File: config.mk
export PLATFORM = sky130hd
export DESIGN_NAME = ex_mem_reg
export DESIGN_NICKNAME = d
export VERILOG_FILES = /design/src/rtl/ex_mem_reg.sv
export SDC_FILE = /design/constraint.sdc
export NUM_CORES = 1
export LEC_CHECK = 0
export CAP_MARGIN = 15
export CORE_ASPECT_RATIO = 0.8
export CORE_MARGIN = 2
export CORE_UTILIZATION = 30
export CTS_CLUSTER_DIAMETER = 30
export DETAILED_ROUTE_END_ITERATION = 10
export GPL_ROUTABILITY_DRIVEN = 0
export GPL_TIMING_DRIVEN = 1
export SLEW_MARGIN = 40
export SYNTH_ARGS = -nofsm -noshare
export SYNTH_HDL_FRONTEND = slang
export SYNTH_SLANG_ARGS = --single-unit
File: constraint.sdc
create_clock -name clk -period 4.6 [get_ports clk]
set_input_delay 0.46 -clock clk [delete_from_list [all_inputs] [get_ports clk]]
set_output_delay 0.46 -clock clk [all_outputs]
set_load 0.01 [all_outputs]
File: src/rtl/ex_mem_reg.sv
// ex_mem_reg: EX/MEM pipeline register with branch resolution.
//
// Captures the EX-stage instruction into the MEM stage. It also resolves
// conditional branches and jumps into a one-cycle registered fetch redirect,
// and keeps saturating counts of resolved and taken conditional branches.
//
// Ports
//   clk, rst             clock, synchronous active-high reset
//   stall_i, flush_i     hold all state / load a bubble (stall wins)
//   ex_*_i               EX-stage instruction, ALU result and flags, control
//   mem_*_o              registered MEM-stage copies of the EX fields
//   redirect_o           one-cycle pulse per captured taken branch/jump
//   redirect_pc_o        target of the most recent redirect
//   br_cnt_o             resolved conditional branches (saturating)
//   br_taken_cnt_o       taken conditional branches (saturating)
module ex_mem_reg #(
  parameter int CNT_W = 16
) (
  input  logic             clk,
  input  logic             rst,
  input  logic             stall_i,
  input  logic             flush_i,
  input  logic             ex_valid_i,
  input  logic [31:0]      ex_alu_c_i,
  input  logic             ex_zero_i,
  input  logic             ex_sign_i,
  input  logic             ex_ovf_i,
  input  logic             ex_carry_i,
  input  logic [2:0]       ex_br_type_i,
  input  logic             ex_jal_i,
  input  logic             ex_jalr_i,
  input  logic [31:0]      ex_pc_i,
  input  logic [31:0]      ex_imm_i,
  input  logic [31:0]      ex_rs2_data_i,
  input  logic [4:0]       ex_rd_i,
  input  logic             ex_regwrite_i,
  input  logic             ex_memread_i,
  input  logic             ex_memwrite_i,
  input  logic [1:0]       ex_wdsel_i,
  input  logic [2:0]       ex_dm_type_i,
  output logic             mem_valid_o,
  output logic [31:0]      mem_alu_c_o,
  output logic [31:0]      mem_rs2_data_o,
  output logic [31:0]      mem_pc4_o,
  output logic [4:0]       mem_rd_o,
  output logic             mem_regwrite_o,
  output logic             mem_memread_o,
  output logic             mem_memwrite_o,
  output logic [1:0]       mem_wdsel_o,
  output logic [2:0]       mem_dm_type_o,
  output logic             redirect_o,
  output logic [31:0]      redirect_pc_o,
  output logic [CNT_W-1:0] br_cnt_o,
  output logic [CNT_W-1:0] br_taken_cnt_o
);

  localparam logic [2:0] BR_NONE = 3'd0;
  localparam logic [2:0] BR_BEQ  = 3'd1;
  localparam logic [2:0] BR_BNE  = 3'd2;
  localparam logic [2:0] BR_BLT  = 3'd3;
  localparam logic [2:0] BR_BGE  = 3'd4;
  localparam logic [2:0] BR_BLTU = 3'd5;
  localparam logic [2:0] BR_BGEU = 3'd6;

  // Counters stick at all-ones instead of wrapping.
  function automatic logic [CNT_W-1:0] sat_inc(input logic [CNT_W-1:0] v);
    return (&v) ? v : v + 1'b1;
  endfunction

  logic        is_branch;
  logic        cond;
  logic        is_jump;
  logic        taken;
  logic [31:0] target;
  logic        load;

  // EX-stage resolution (combinational, ahead of the p1 register)
  always_comb begin
    cond      = 1'b0;
    is_branch = 1'b1;
    case (ex_br_type_i)
      BR_BEQ:  cond = ex_zero_i;
      BR_BNE:  cond = ~ex_zero_i;
      BR_BLT:  cond = ex_sign_i ^ ex_ovf_i;
      BR_BGE:  cond = ~(ex_sign_i ^ ex_ovf_i);
      BR_BLTU: cond = ex_carry_i;
      BR_BGEU: cond = ~ex_carry_i;
      default: is_branch = 1'b0;  // none and reserved
    endcase
  end

  // A jump overrides any branch type carried alongside it.
  assign is_jump = ex_jal_i | ex_jalr_i;
  assign taken   = ex_valid_i & ((is_branch & cond) | is_jump);
  assign target  = ex_jalr_i ? {ex_alu_c_i[31:1], 1'b0} : ex_pc_i + ex_imm_i;
  assign load    = ~stall_i & ~flush_i;

  // MEM-stage register (p1)
  always_ff @(posedge clk) begin
    if (rst) begin
      mem_valid_o    <= 1'b0;
      mem_alu_c_o    <= '0;
      mem_rs2_data_o <= '0;
      mem_pc4_o      <= '0;
      mem_rd_o       <= '0;
      mem_regwrite_o <= 1'b0;
      mem_memread_o  <= 1'b0;
      mem_memwrite_o <= 1'b0;
      mem_wdsel_o    <= '0;
      mem_dm_type_o  <= '0;
      redirect_o     <= 1'b0;
      redirect_pc_o  <= '0;
      br_cnt_o       <= '0;
      br_taken_cnt_o <= '0;
    end else if (stall_i) begin
      // Held instruction has already redirected once; do not repeat it.
      redirect_o <= 1'b0;
    end else if (flush_i) begin
      mem_valid_o    <= 1'b0;
      mem_regwrite_o <= 1'b0;
      mem_memread_o  <= 1'b0;
      mem_memwrite_o <= 1'b0;
      redirect_o     <= 1'b0;
    end else if (load) begin
      mem_valid_o    <= ex_valid_i;
      mem_alu_c_o    <= ex_alu_c_i;
      mem_rs2_data_o <= ex_rs2_data_i;
      mem_pc4_o      <= ex_pc_i + 32'd4;
      mem_rd_o       <= ex_rd_i;
      mem_regwrite_o <= ex_valid_i & ex_regwrite_i;
      mem_memread_o  <= ex_valid_i & ex_memread_i;
      mem_memwrite_o <= ex_valid_i & ex_memwrite_i;
      mem_wdsel_o    <= ex_wdsel_i;
      mem_dm_type_o  <= ex_dm_type_i;
      redirect_o     <= taken;
      if (taken) redirect_pc_o <= target;
      if (ex_valid_i && is_branch) begin
        br_cnt_o <= sat_inc(br_cnt_o);
        if (cond) br_taken_cnt_o <= sat_inc(br_taken_cnt_o);
      end
    end
  end

endmodule

Word-level counts from Yosys, hierarchy flattened. Index checks and enable logic that the tools add are counted.

Add/sub/neg operators: 4. Equal/unequal tests: 6. Multiplexer cells: 11. Bitwise operators: 16. Reduce and logical (&&, ||, !) cells: 11.

Operator list (count): 16-bit by 1-bit adder with 16-bit output (second input constant) (2); 32-bit by 3-bit adder with 32-bit output (second input constant) (1); 32-bit adder (1); 32-bit 2-to-1 mux (1); 16-bit AND reduction (2); 3-bit == test (second input constant) (3); 1-bit 2-to-1 mux (9); 1-bit NOT (7); 1-bit bitwise AND (6); 3-bit by 2-bit == test with 1-bit output (second input constant) (2); 1-bit one-hot mux with 6 select lines (1); 6-bit AND reduction (1); 6-bit OR reduction (1); 5-bit AND reduction (1); 4-bit AND reduction (1); 3-bit by 1-bit == test with 1-bit output (second input constant) (1); 3-bit AND reduction (1); 3-bit OR reduction (1); 1-bit bitwise OR (2); 2-bit AND reduction (1); 2-bit nonzero test (1); 1-bit logical AND (1); 1-bit XOR (1).

Bits in registers: 175. Output and inout port bits: 175.

Logic depth before layout (Yosys ltp). Gate-level depths: netlist of the first run.

Depth after elaboration: 7. Depth in mapped cells: 10. Gate-level depth less buffers: 10.

Worst setup path before layout of the first run. No wires, ideal clock.

Path kind: input to register. Start point: input port ex_pc_i[0]. End point: register redirect_pc_o[26]. Library setup time: 0.142 ns. Arrival: 2.450 ns. Data required time: 4.458 ns. Slack: 2.009 ns. Stages: 10. Buffers on the path: 0. Cells stage by stage: ha_1 > fa_1 > a211oi_1 > o21ai_1 > nand4_1 > a31oi_2 > and4_1 > or3_1 > nand3_1 > a311oi_1.

Longest elaborated chain between the ends: 2.

RTL lines: start: declaration (line 32) `input logic [31:0] ex_pc_i,`; 32-bit adder (line 95) `assign target = ex_jalr_i ? {ex_alu_c_i[31:1], 1'b0} : ex_pc_i + ex_imm_i;`; 32-bit 2-to-1 mux (line 95); end signal: assignment (line 136) `if (taken) redirect_pc_o <= target;`; end: declaration (line 52) `output logic [31:0] redirect_pc_o,`.

No other way between the ends. A chain may end at the register's enable or synchronous reset.

Worst setup path after layout of the first run. Same ends and word-level chain as after synthesis.

==> impl_metrics.csv, run 1 <==
group,metric,value,unit
pwr,ir_drop,238,uV
grt,grt_start_max_net_pins,122,
final_layout,drive_gt1_share,4.73,%
clock_tree,clk_pin_slew_worst_paths,0.07,ns
setup_path,critPathRequiredTime,4.88,ns
grt,grt_overflow_total,0,
place,dp_hpwl,23500,um
routing,wl,31400,um
die,chipWidth,197,um
grt,grt_pass1_wl,46900,um
setup_path,cp-end-kind,"flip-flop",
place,place_ws,1.06,ns
die,core_area,0.0293,sq mm
setup_path,rr_worst_depth,8,
grt,grt_antenna_before_repair,0,
die,die_area,0.0311,sq mm
setup_path,crit_arrival,3.38,ns
timing,drv_slew,0,
routing,drt_iter0_drc,433,
setup_path,slowest_stage,"fa_1",
routing,wire_per_inst,17.5,um
hold_path,hold_depth,2,
logic_synthesis,ys.flop_type,"dfxtp_1",
pwr,p_per_area,296,mW/mm^2
timing,fmax,323,MHz
logic_synthesis,syn-cell-area,0.00891,sq mm
run,max-cap-violations,0,
pwr,power,3.86,mW
pwr,seqPwrFrac,41.8,%
clock_tree,htree_num_levels,4,
routing,drc,0,
logic_synthesis,ys_types,72,
setup_path,cpPeakStageDelay,0.47,ns
timing,max_slew.worst_pin.slew,0.716,ns
clock_tree,cts_sinks,175,
die,start_util,30.4,%
die,fp.dieH,158,um
timing,clock_skew,0.0143,ns
final_layout,fin_nets,1592,
setup_path,r2r_setup_slack,2.26,ns
pwr,p_comb_share,20.7,%
setup_path,worstPathMaxFanout,6,
grt,grt_pass1_vias,8200,
logic_synthesis,synth_top_area_cell,"dfxtp_1",
timing,rsz0062_at_grt,"false",
pwr,power.internal,2.75,mW
logic_synthesis,async_flop_share,0,%
final_layout,fin_area,0.0130,sq mm
logic_synthesis,synth_edf_count,0,
setup_path,worstSetupPathType,"in2reg",
setup_path,cp-start-kind,"input pin",
setup_path,crit_chain,"clkdlybuf4s50_1, ha_1, fa_1, a211oi_1, o21ai_1, nand4_1, a31oi_2, and4_1, or3_1, nand3_1, a311oi_1",
clock_tree,cts_root_buf,"clkbuf_16",
status,status,"finished, final reports clean",
routing,firstDrtPassIters,5,
place,placedCellCount,1760,
clock_tree,clock_latency,0.44,ns
logic_synthesis,syn-num-nets,1300,
setup_path,r2r-end,"br_taken_cnt_o[15]",
hold_path,min_path_type,"reg2reg",
timing,tns,0,ns
clock_tree,postCtsSetupRepairBufs,0,
grt,track_usage,19.5,%
timing,setup_viol,0,
pwr,switching_share,28.7,%
timing,finalHoldViolations,0,
clock_tree,cts_tree,"done",
timing,setup_slack,1.50,ns
timing,holdWs,0.454,ns
hold_path,hp-start,"mem_rs2_data_o[26]",
clock_tree,hold_buffers,0,
die,ios,330,
pwr,p_clk_share,37.5,%
place,numPortBuffers,329,
timing,post-route-min-period,3.10,ns
clock_tree,cts_resized,0,
timing,max_slew_margin,51.9,%
logic_synthesis,yosysSeqAreaShare,39.3,%
pwr,leakagePower,4.71,nW
logic_synthesis,ys.warnings.count,0,
logic_synthesis,synth_cells,1110,
clock_tree,cts.path.max_buffers,2,
logic_synthesis,synth-seq-cells,175,
die,rows,56,
hold_path,worstHoldEndpoint,"mem_rs2_data_o[26]",
final_layout,syn_to_final_growth,46.2,%
routing,via_per_inst,4.98,
final_layout,finalNonFillerCells,1792,
timing,timing.final.crit_share,67.3,%
logic_synthesis,syn_avg_cell_area,8.03,sq um
final_layout,diodes,0,
place,placed_cell_area,0.0125,sq mm
logic_synthesis,synth_top_area_share,39.3,%
setup_path,path_buf_inv,1,
logic_synthesis,synthTopCellsByArea,"dfxtp_1, nand2_1, a21oi_1, nor2_1, ha_1",
pwr,switching_power,1.11,mW
routing,final_antenna_net_count,0,
clock_tree,numCtsBuffers,17,
setup_path,r2r_start,"br_taken_cnt_o[6]",
final_layout,final_util,44.5,%
setup_path,crit_family,"simple AND/OR/NAND/NOR gates",
routing,vias,8933,
## worst min-delay path, stage by stage (launching register included)
cell and delay, ns:
dfxtp_1 0.31, nand2_1 0.05, a21oi_1 0.05
## area by class of cell
cell class	instances	area, sq um
clock buffer	20	447
clock inverter	12	129
fill	2966	16300
inverter	10	37.5
multi-input combinational	861	5070
sequential	175	3500
tap	377	472
timing repair buffer	337	3370
## worst max path at each step
stage / from / to / cells after the start
after floorplan: ex_pc_i[0] / redirect_pc_o[26] / 10
after global placement: ex_pc_i[0] / redirect_pc_o[26] / 11
after detailed placement: ex_pc_i[0] / redirect_pc_o[28] / 11
after CTS: ex_pc_i[0] / redirect_pc_o[28] / 11
after global routing: ex_pc_i[0] / redirect_pc_o[24] / 11
final: ex_pc_i[0] / redirect_pc_o[26] / 11
## Yosys cell counts (3+ instances only)
cell type / instances
a211oi_1: 39
clkbuf_8: 5
and2_1: 4
nand2b_1: 5
a211o_1: 3
o211ai_1: 7
ha_1: 34
nor3_2: 3
xnor2_1: 26
mux2i_1: 9
a311oi_1: 13
and3_2: 3
nor2b_1: 5
buf_1: 5
nor2_1: 115
nand3_1: 34
a31oi_1: 9
o21a_1: 5
dfxtp_1: 175
o2111ai_1: 3
nor3_1: 9
clkbuf_1: 47
or3_1: 18
and4_1: 5
inv_1: 9
a21o_1: 24
o21ai_0: 42
xor2_1: 38
nand4_1: 16
a21oi_1: 118
buf_2: 4
nand2_1: 216
and3_1: 12
nand3b_1: 5
## metal layers
| layer | part of all wire [%] | vias up | track usage (%) |
|---|---|---|---|
| li1 | - | 4488 | - |
| met4 | 1.8 | 0 | 5.91 |
| met3 | 7.4 | 31 | 6.09 |
| met2 | 45 | 281 | 31.0 |
| met1 | 46 | 4133 | 25.3 |
| met5 | 0 | - | 0 |
## cell usage in the layout (no fill, tap or decap), types with 3 or more instances in the layout
| master | netlist | final |
|---|---|---|
| nor2b_1 | 5 | 5 |
| a21o_1 | 24 | 24 |
| nand4_1 | 16 | 16 |
| o2111ai_1 | 3 | 3 |
| xor2_1 | 38 | 38 |
| and3_2 | 3 | 3 |
| buf_4 | 0 | 6 |
| ha_1 | 34 | 34 |
| dfxtp_1 | 175 | 175 |
| clkinv_4 | 0 | 5 |
| and4_1 | 5 | 5 |
| a211oi_1 | 39 | 39 |
| a311oi_1 | 13 | 13 |
| mux2i_1 | 9 | 9 |
| clkdlybuf4s50_1 | 0 | 327 |
| a31oi_1 | 9 | 9 |
| o21ai_0 | 42 | 42 |
| a211o_1 | 3 | 3 |
| nand2b_1 | 5 | 5 |
| or3_1 | 18 | 18 |
| nand3b_1 | 5 | 5 |
| a21oi_1 | 118 | 118 |
| o21a_1 | 5 | 5 |
| clkbuf_16 | 0 | 17 |
| nand3_1 | 34 | 34 |
| nand2_1 | 216 | 216 |
| and3_1 | 12 | 12 |
| nor3_2 | 3 | 3 |
| nor2_1 | 115 | 114 |
| and2_1 | 4 | 4 |
| o211ai_1 | 7 | 7 |
| xnor2_1 | 26 | 26 |
| inv_1 | 9 | 9 |
| nor3_1 | 9 | 9 |
## sequential cells by signal, indices dropped and copies added (netlist names)
register and cells:
redirect_o 1, mem_rd_o 5, mem_wdsel_o 2, mem_regwrite_o 1
mem_pc4_o 32, mem_rs2_data_o 32, br_taken_cnt_o 16, mem_memwrite_o 1
mem_memread_o 1, br_cnt_o 16, mem_valid_o 1, redirect_pc_o 32
mem_alu_c_o 32, mem_dm_type_o 3
## power groups by stage
stage	Combinational [mW]	Sequential, mW	Clock (mW)
3_3_place_gp	0.796	1.65	0
2_1_floorplan	0.373	1.67	0
6_report	0.800	1.61	1.45
5_1_grt	0.875	1.62	1.56
3_5_place_dp	0.802	1.65	0
4_1_cts	0.807	1.61	1.50
## cells by family (layout without fill, tap and decap cells)
kind of cell | Yosys count | after routing | share of synthesized area (%)
mux | 10 | 10 | 1.14
fa+ha+maj | 35 | 35 | 5.00
xor+xnor | 64 | 64 | 6.29
compound gates | 286 | 286 | 20.6
buf+inv | 74 | 379 | 3.93
simple gates | 466 | 466 | 23.8
flops | 175 | 175 | 39.3
No activity file was read; power rests on OpenSTA's default activity.
==> run 2, diff against run 1 <==
==> constraint.sdc (replaced) <==
create_clock -name clk -period 2.52 [get_ports clk]
set_input_delay 0.252 -clock clk [delete_from_list [all_inputs] [get_ports clk]]
set_output_delay 0.252 -clock clk [all_outputs]
set_load 0.01 [all_outputs]
==> impl_metrics.csv, run 2 (synthesized netlist as in run 1, its figures left out) <==
group,metric,value,unit
die,start_util,30.4,%
routing,wire_per_inst,16.8,um
timing,rsz0062_at_grt,"true",
timing,clock_skew,0.0108,ns
clock_tree,htree_num_levels,4,
setup_path,crit_arrival,2.78,ns
clock_tree,clock_latency,0.44,ns
setup_path,startpoint,"ex_imm_i[7]",
final_layout,layout_commonest_cell,"clkdlybuf4s50_1",
final_layout,drive_gt1_share,14.9,%
final_layout,fillers,2868,
timing,finalHoldViolations,0,
clock_tree,cts_sinks,175,
setup_path,cp-end-kind,"flip-flop",
setup_path,rr_worst_depth,8,
die,ios,330,
clock_tree,clk_pin_slew_worst_paths,0.07,ns
die,core_area,0.0293,sq mm
setup_path,cp-start-kind,"input pin",
final_layout,layout_common_cells,"clkdlybuf4s50_1, nand2_1, dfxtp_1, buf_4, a21oi_1",
routing,wl,32400,um
setup_path,worstPathMaxFanout,6,
die,chipWidth,197,um
die,rows,56,
grt,grt_antenna_before_repair,0,
pwr,leakagePower,5.47,nW
timing,drv_slew,0,
routing,drc,0,
routing,final_antenna_net_count,0,
grt,track_usage,20.4,%
setup_path,endpoint,"redirect_pc_o[18]",
clock_tree,cts.path.max_buffers,2,
pwr,p_per_area,506,mW/mm^2
timing,max_slew.worst_pin.slew,0.783,ns
setup_path,crit_chain,"clkdlybuf4s50_1, ha_1, buf_4, a211oi_1, o21ai_0, o211ai_1, a31oi_4, buf_4, a211oi_2, xnor2_1, nand2_1, a311oi_1",
clock_tree,numCtsBuffers,17,
place,numPortBuffers,329,
setup_path,r2r_start,"br_taken_cnt_o[7]",
grt,grt_overflow_total,0,
run,max-cap-violations,0,
setup_path,cp_common_cell,"buf_4",
routing,firstDrtPassIters,5,
setup_path,slowest_stage,"clkdlybuf4s50_1",
routing,vias,9447,
final_layout,syn_to_final_growth,60.9,%
setup_path,worstSetupPathType,"in2reg",
routing,drt_iter0_drc,410,
die,fp.dieH,158,um
clock_tree,cts_root_buf,"clkbuf_16",
setup_path,r2r_setup_slack,0.32,ns
timing,setup_viol,0,
pwr,power,7.25,mW
grt,grt_start_max_net_pins,84,
hold_path,hold_depth,3,
timing,timing.final.crit_share,96.9,%
setup_path,r2r-end,"br_taken_cnt_o[6]",
hold_path,min_path_type,"in2reg",
timing,max_slew_margin,47.8,%
setup_path,critPathRequiredTime,2.86,ns
routing,via_per_inst,4.89,
final_layout,finalNonFillerCells,1931,
timing,post-route-min-period,2.44,ns
pwr,ir_drop,437,uV
setup_path,cpPeakStageDelay,0.41,ns
grt,grt_pass1_wl,49300,um
place,placedCellCount,1895,
grt,grt_pass1_vias,9018,
place,dp_hpwl,24600,um
die,die_area,0.0311,sq mm
clock_tree,cts_tree,"done",
timing,fmax,409,MHz
final_layout,fin_nets,1730,
status,status,"finished, final reports clean",
run 2: changes by cell type in the layout (fill, tap and decap cells not counted), moves of 4 or more:
cell | previous run | this run
ha_1 | 34 | 25
dlymetal6s2s_1 | 0 | 8
a21oi_1 | 118 | 114
ha_4 | 0 | 9
buf_4 | 6 | 142
clkdlybuf4s50_1 | 327 | 318
run 2: stage by stage:
stage / setup slack (ns) / setup TNS, ns / utilization [%] / area [sq um] / hold slack [ns]
3_5_place_dp: -0.823 / -14.00 / 46.1 / 13500 / 0.446
5_1_grt: -0.0140 / -0.0140 / 48.9 / 14300 / 0.142
4_1_cts: 0.00697 / 0 / 48.2 / 14100 / 0.126
3_3_place_gp: -0.689 / -12.21 / 46.1 / 13500 / 0.441
6_report: 0.0776 / 0 / 48.9 / 14300 / 0.148
2_1_floorplan: 0.137 / 0 / - / 8910 / 0.348
run 2: how the worst min path moves through the flow:
stage / startpoint / endpoint
global placement: mem_alu_c_o[5] / mem_alu_c_o[5]
global route: ex_pc_i[0] / mem_pc4_o[0]
finish: ex_pc_i[0] / mem_pc4_o[0]
floorplan: ex_pc_i[2] / mem_pc4_o[2]
detailed placement: mem_rs2_data_o[23] / mem_rs2_data_o[23]
CTS: rst / redirect_pc_o[14]
run 2: report_power, final:
part	internal, mW	switching [mW]	leakage, nW
Combinational	0.927	0.812	3.78
Clock	1.32	1.25	0.264
Sequential	2.88	0.0643	1.43
run 2: area by class of cell:
cell class                 count  area, sq um  area share (%)
multi-input combinational    861         5320            37.1
timing repair buffer         475         4450            31.1
tap                          377          472            3.29
sequential                   175         3500            24.4
clock inverter                12          101           0.707
inverter                      10         37.5           0.262
clock buffer                  20          447            3.12
antenna                        1         2.50          0.0175
run 2: critical path, delay by kind of cell:
kind | cells | cell delay [ns]
fa+ha+maj | 1 | 0.33
xor+xnor | 1 | 0.15
compound gates | 6 | 1.23
simple gates | 1 | 0.07
buf+inv | 3 | 0.75
run 2: what timing repair did:
item / CTS / global route
endpoints found under the hold margin: 0 / 0
gates resized for setup: 13 / 34
setup endpoints to repair: 18 / 16
hold buffers: 0 / 0
setup buffers: 0 / 3
pin swaps: 2 / 16
run 2: per-layer routing:
| layer | global-route usage (%) | vias up | part of all wire, % |
|---|---|---|---|
| met5 | 0 | - | 0 |
| met4 | 6.16 | 0 | 1.8 |
| met3 | 5.58 | 30 | 6.9 |
| met2 | 33.5 | 285 | 46 |
| met1 | 26.2 | 4361 | 45 |
| li1 | - | 4771 | - |
